$ cat src/rtl/controlpack.sv
// Shared control-word types and bus widths for the address-generation path.
package controlpack;

    localparam int ADDR_BUS_WIDTH = 9;
    localparam int DATA_BUS_WIDTH = 8;

    typedef enum logic [2:0] {
        AR_NOP,
        ABSOLUTE,
        REL_SUB,
        REL_ADD,
        INC
    } addr_register_op_e;

    typedef enum logic {
        MAR,
        PC
    } addr_sel_e;

    typedef enum logic {
        AR_IDLE,
        AR_ABS_HI
    } addr_reg_state_e;

endpackage

$ cat src/rtl/addr_adder.sv
// Combinational next-address arithmetic for INC / REL_ADD / REL_SUB.
module addr_adder
    import controlpack::*;
#(
    parameter int ADDR_W = ADDR_BUS_WIDTH,
    parameter int DATA_W = DATA_BUS_WIDTH
) (
    input  logic [ADDR_W-1:0] operand,
    input  logic [DATA_W-1:0] offset,
    input  logic [2:0]        op,
    output logic [ADDR_W-1:0] next,
    output logic              wrap
);

    logic [ADDR_W:0] base;
    logic [ADDR_W:0] ext;
    logic [ADDR_W:0] res;

    assign base = {1'b0, operand};
    assign ext  = {{(ADDR_W+1-DATA_W){1'b0}}, offset};

    // Bit ADDR_W of the widened result is the carry out or the borrow.
    always_comb begin
        res = base;
        unique case (addr_register_op_e'(op))
            INC:     res = base + {{ADDR_W{1'b0}}, 1'b1};
            REL_ADD: res = base + ext;
            REL_SUB: res = base - ext;
            default: res = base;
        endcase
    end

    assign next = res[ADDR_W-1:0];
    assign wrap = res[ADDR_W];

endmodule

$ cat src/rtl/addr_register_unit.sv
// PC / MAR address registers with two-beat absolute load and relative ops.
module addr_register_unit
    import controlpack::*;
#(
    parameter int ADDR_W = ADDR_BUS_WIDTH,
    parameter int DATA_W = DATA_BUS_WIDTH,
    parameter logic [ADDR_W-1:0] PC_RESET = '0
) (
    input  logic              clk,
    input  logic              rst,
    input  logic              op_valid_i,
    input  logic [2:0]        op_i,
    input  logic              sel_i,
    input  logic              addr_sel_i,
    input  logic [DATA_W-1:0] data_i,
    output logic [ADDR_W-1:0] addr_o,
    output logic [ADDR_W-1:0] pc_o,
    output logic [ADDR_W-1:0] mar_o,
    output logic              busy_o,
    output logic              wrap_o,
    output logic              err_o
);

    addr_reg_state_e   state;
    logic [DATA_W-1:0] staging;
    logic              abs_sel;
    logic [ADDR_W-1:0] pc;
    logic [ADDR_W-1:0] mar;
    logic              wrap;
    logic              err;

    logic [ADDR_W-1:0] operand;
    logic [ADDR_W-1:0] next;
    logic              add_wrap;
    logic [ADDR_W-1:0] abs_val;
    addr_register_op_e op;

    assign op      = addr_register_op_e'(op_i);
    assign operand = (sel_i == PC) ? pc : mar;
    assign abs_val = {data_i[ADDR_W-DATA_W-1:0], staging};

    addr_adder #(
        .ADDR_W (ADDR_W),
        .DATA_W (DATA_W)
    ) u_adder (
        .operand (operand),
        .offset  (data_i),
        .op      (op_i),
        .next    (next),
        .wrap    (add_wrap)
    );

    always_ff @(posedge clk or posedge rst) begin
        if (rst) begin
            state   <= AR_IDLE;
            staging <= '0;
            abs_sel <= MAR;
            pc      <= PC_RESET;
            mar     <= '0;
            wrap    <= 1'b0;
            err     <= 1'b0;
        end else begin
            wrap <= 1'b0;
            err  <= 1'b0;
            if (state == AR_ABS_HI) begin
                if (op_valid_i) begin
                    if (abs_sel == PC) pc <= abs_val;
                    else               mar <= abs_val;
                    state <= AR_IDLE;
                end
            end else if (op_valid_i) begin
                unique case (op)
                    AR_NOP: ;
                    ABSOLUTE: begin
                        staging <= data_i;
                        abs_sel <= sel_i;
                        state   <= AR_ABS_HI;
                    end
                    INC, REL_ADD, REL_SUB: begin
                        if (sel_i == PC) pc <= next;
                        else             mar <= next;
                        wrap <= add_wrap;
                    end
                    default: err <= 1'b1;
                endcase
            end
        end
    end

    assign addr_o = (addr_sel_i == PC) ? pc : mar;
    assign pc_o   = pc;
    assign mar_o  = mar;
    assign busy_o = (state == AR_ABS_HI);
    assign wrap_o = wrap;
    assign err_o  = err;

endmodule
$ cat config.mk
export PLATFORM = sky130hd
export DESIGN_NAME = addr_register_unit
export DESIGN_NICKNAME = d
export VERILOG_FILES = /design/src/rtl/controlpack.sv /design/src/rtl/addr_adder.sv /design/src/rtl/addr_register_unit.sv
export SDC_FILE = /design/constraint.sdc
export NUM_CORES = 1
export LEC_CHECK = 0
export CAP_MARGIN = 20
export CORE_MARGIN = 2
export CORE_UTILIZATION = 38
export CTS_CLUSTER_DIAMETER = 200
export DETAILED_ROUTE_END_ITERATION = 8
export PLACE_DENSITY = 0.69
export SETUP_SLACK_MARGIN = 0.1
export SKIP_CTS_REPAIR_TIMING = 1
export SLEW_MARGIN = 0
export SYNTH_ARGS = -nofsm -noshare
export SYNTH_HDL_FRONTEND = slang
export SYNTH_SLANG_ARGS = --single-unit
export TNS_END_PERCENT = 10
$ cat constraint.sdc
create_clock -name clk -period 6.6 [get_ports clk]
set_input_delay 1.65 -clock clk [delete_from_list [all_inputs] [get_ports clk]]
set_output_delay 1.65 -clock clk [all_outputs]
set_load 0.01 [all_outputs]
==> qor.yml <==
outcome:
  status: "completed"
sta:
  relSlewSlack: 0.354
  tns_ns: 0
  grt_setup_unrepaired: "no"
  period_minus_slack_ns: 5.00
  max_freq_ghz: 0.200
  timing.final.crit_share: 0.757
  finClkSkew_ns: 0.00385
  worst_slew_pin_slew_ns: 0.967
  setup_violations: 0
  final_max_slew_viol_count: 0
  hold_viol: 0
detailed_routing:
  dr.pass1.iters: 5
  vias_per_cell: 5.54
  drt-initial-drc-count: 130
  num_vias: 2051
  remaining_drc_errors: 0
  drt_wl_total_um: 5530
  wl_per_cell_um: 15.0
  ant_nets: 0
yosys:
  synth_area_sq_mm: 0.00228
  synth-seq-area-share: 0.329
  yosysMostFrequentCell: "nand2_1"
  synth_top_area_cell: "dfrtp_1"
  avgSynthCellArea_sq_um: 9.06
  ys_types: 55
  synth_ff_type: "dfrtp_1"
  yosys_warnings: 0
  async_reset_ff_frac: 1.00
  ys_top_cells_by_area: "dfrtp_1, mux2_2, ha_1"
  synth_top_area_share: 0.329
  synth-seq-cells: 30
  syn_inst: 252
  synth_edf_count: 0
  netlist_top_cells_count: "nand2_1, dfrtp_1, mux2_2"
  syn_nets: 279
floorplanning:
  coreArea_sq_mm: 0.00585
  die-height_um: 81.5
  placementRows: 28
  die_x_um: 81.5
  die_area_sq_mm: 0.00664
  ios: 46
  initial_core_util: 0.390
critical_path:
  worstRegToRegCells: 9
  startpoint_type: "primary input"
  path_buf_inv: 2
  critPathKind: "primary input to output port"
  critPathMaxStageDelay_ns: 0.82
  cp-end-kind: "output port"
  crit_family: "buffers and inverters"
  reg2reg_slack_ns: 3.94
  cp.required_ns: 4.95
  crit_path_max_fanout: 11
  timing.rr.start: "pc_o[0]"
  cp.arrival_ns: 3.35
  crit_chain: "clkdlybuf4s50_1 > mux2_2 > clkdlybuf4s50_1"
  crit_top_cell: "clkdlybuf4s50_1"
  slowest_stage: "clkdlybuf4s50_1"
  r2r-end: "pc_o[6]"
clock_network:
  htreeDepth: 2
  clk_latency_ns: 0.29
  clock_sinks: 30
  cts_buffer_depth: 2
  cts_buffers: 5
  cts.clk_slew.worst_paths_ns: 0.06
  cts_tree: "built"
  cts_root_buffer: "clkbuf_8"
layout:
  diodes: 0
  layout-drive-gt1-share: 0.149
  fin_nets: 323
  syn_to_final_growth_pct: 26.9
  regArea_sq_um: 751
  multiInputGateArea_sq_mm: 0.00144
  nFillCells: 557
power_and_ir_drop:
  leakage_nw: 1.23
  ir_drop_mv: 0.126
  cellPowerDensity_mw_per_mm2: 323
  p_total_mw: 0.935
run:
  max-cap-violations: 0
grt:
  grt_usage: 0.183
  grt_pass1_wl_um: 9110
  grt_max_degree: 22
  overflow: 0
  antenna_found_initial: 0
  grt_pass1_vias: 1851
place:
  globalplace.congestion: 0.917
  io_buffers: 45
  dpl.hpwl_um: 4260
worst_hold_path:
  hold_class: "flop to flop"
  hp-start: "staging[2]"
  min_to: "staging[2]"
  holdPathStages: 1
-- logic make-up after synthesis --
| group | count (synthesis) | share of synthesized area |
|---|---|---|
| mux | 29 | 0.139 |
| fa+ha+maj | 11 | 0.0636 |
| buf+inv | 22 | 0.0439 |
| flops | 30 | 0.329 |
| xor+xnor | 9 | 0.0345 |
| compound gates | 71 | 0.222 |
| simple gates | 80 | 0.168 |
-- registers in the layout, indices dropped and copies added, names as in the netlist --
name / flops
err_o: 1
staging: 8
abs_sel: 1
busy_o: 1
wrap_o: 1
mar_o: 9
pc_o: 9
-- metal layers --
metal | vias to the layer above | share of wire | track usage | wire length (um)
met3 | 9 | 0.055 | 0.0352 | 305
met4 | 0 | 0.021 | 0.0780 | 117
met2 | 68 | 0.44 | 0.272 | 2420
met5 | - | 0 | 0 | 0
li1 | 1011 | - | - | -
met1 | 963 | 0.49 | 0.259 | 2690
-- how the worst max path moves through the flow --
stage          startpoint   endpoint  cells after the start
2_1_floorplan  addr_sel_i  addr_o[1]                      2
3_3_place_gp   addr_sel_i  addr_o[0]                      3
3_5_place_dp   addr_sel_i  addr_o[3]                      3
4_1_cts        addr_sel_i  addr_o[3]                      3
5_1_grt        addr_sel_i  addr_o[5]                      3
6_report       addr_sel_i  addr_o[3]                      3
-- power breakdown --
part / switching [mW] / internal, mW / total [mW]
sequential: 0.0571 / 0.243 / 0.300
clock: 0.0650 / 0.0801 / 0.145
combinational: 0.226 / 0.264 / 0.490
-- cells in the final DEF, fill, tap and decap left out, drive strengths merged, types with 6 or more instances in the layout --
| cell type | count |
|---|---|
| clkdlybuf4s50 | 45 |
| nand2 | 32 |
| dfrtp | 30 |
| o21ai | 24 |
| mux2 | 22 |
| nor2 | 22 |
| a21oi | 15 |
| inv | 12 |
| ha | 10 |
| mux2i | 7 |
| clkbuf | 6 |
-- through the flow --
stage / cell area [sq um] / hold slack [ns] / std cells / worst slack, ns / utilization
after floorplan: 2280 / 0.471 / 252 / 2.62 / -
after global placement: 2780 / 0.496 / 362 / 1.61 / 0.475
after detailed placement: 2810 / 0.500 / 363 / 1.57 / 0.479
after CTS: 2890 / 0.514 / 369 / 1.57 / 0.494
after global routing: 2900 / 0.521 / 370 / 1.53 / 0.495
final: 2900 / 0.509 / 370 / 1.60 / 0.495
-- layout make-up --
| type | count | area share |
|---|---|---|
| Timing Repair Buffer | 47 | 0.168 |
| Clock buffer | 6 | 0.0285 |
| Multi-Input combinational cell | 200 | 0.497 |
| Sequential cell | 30 | 0.259 |
| Tap cell | 75 | 0.0324 |
| Inverter | 12 | 0.0156 |
Note: power is estimated with default switching activity, not from simulation.
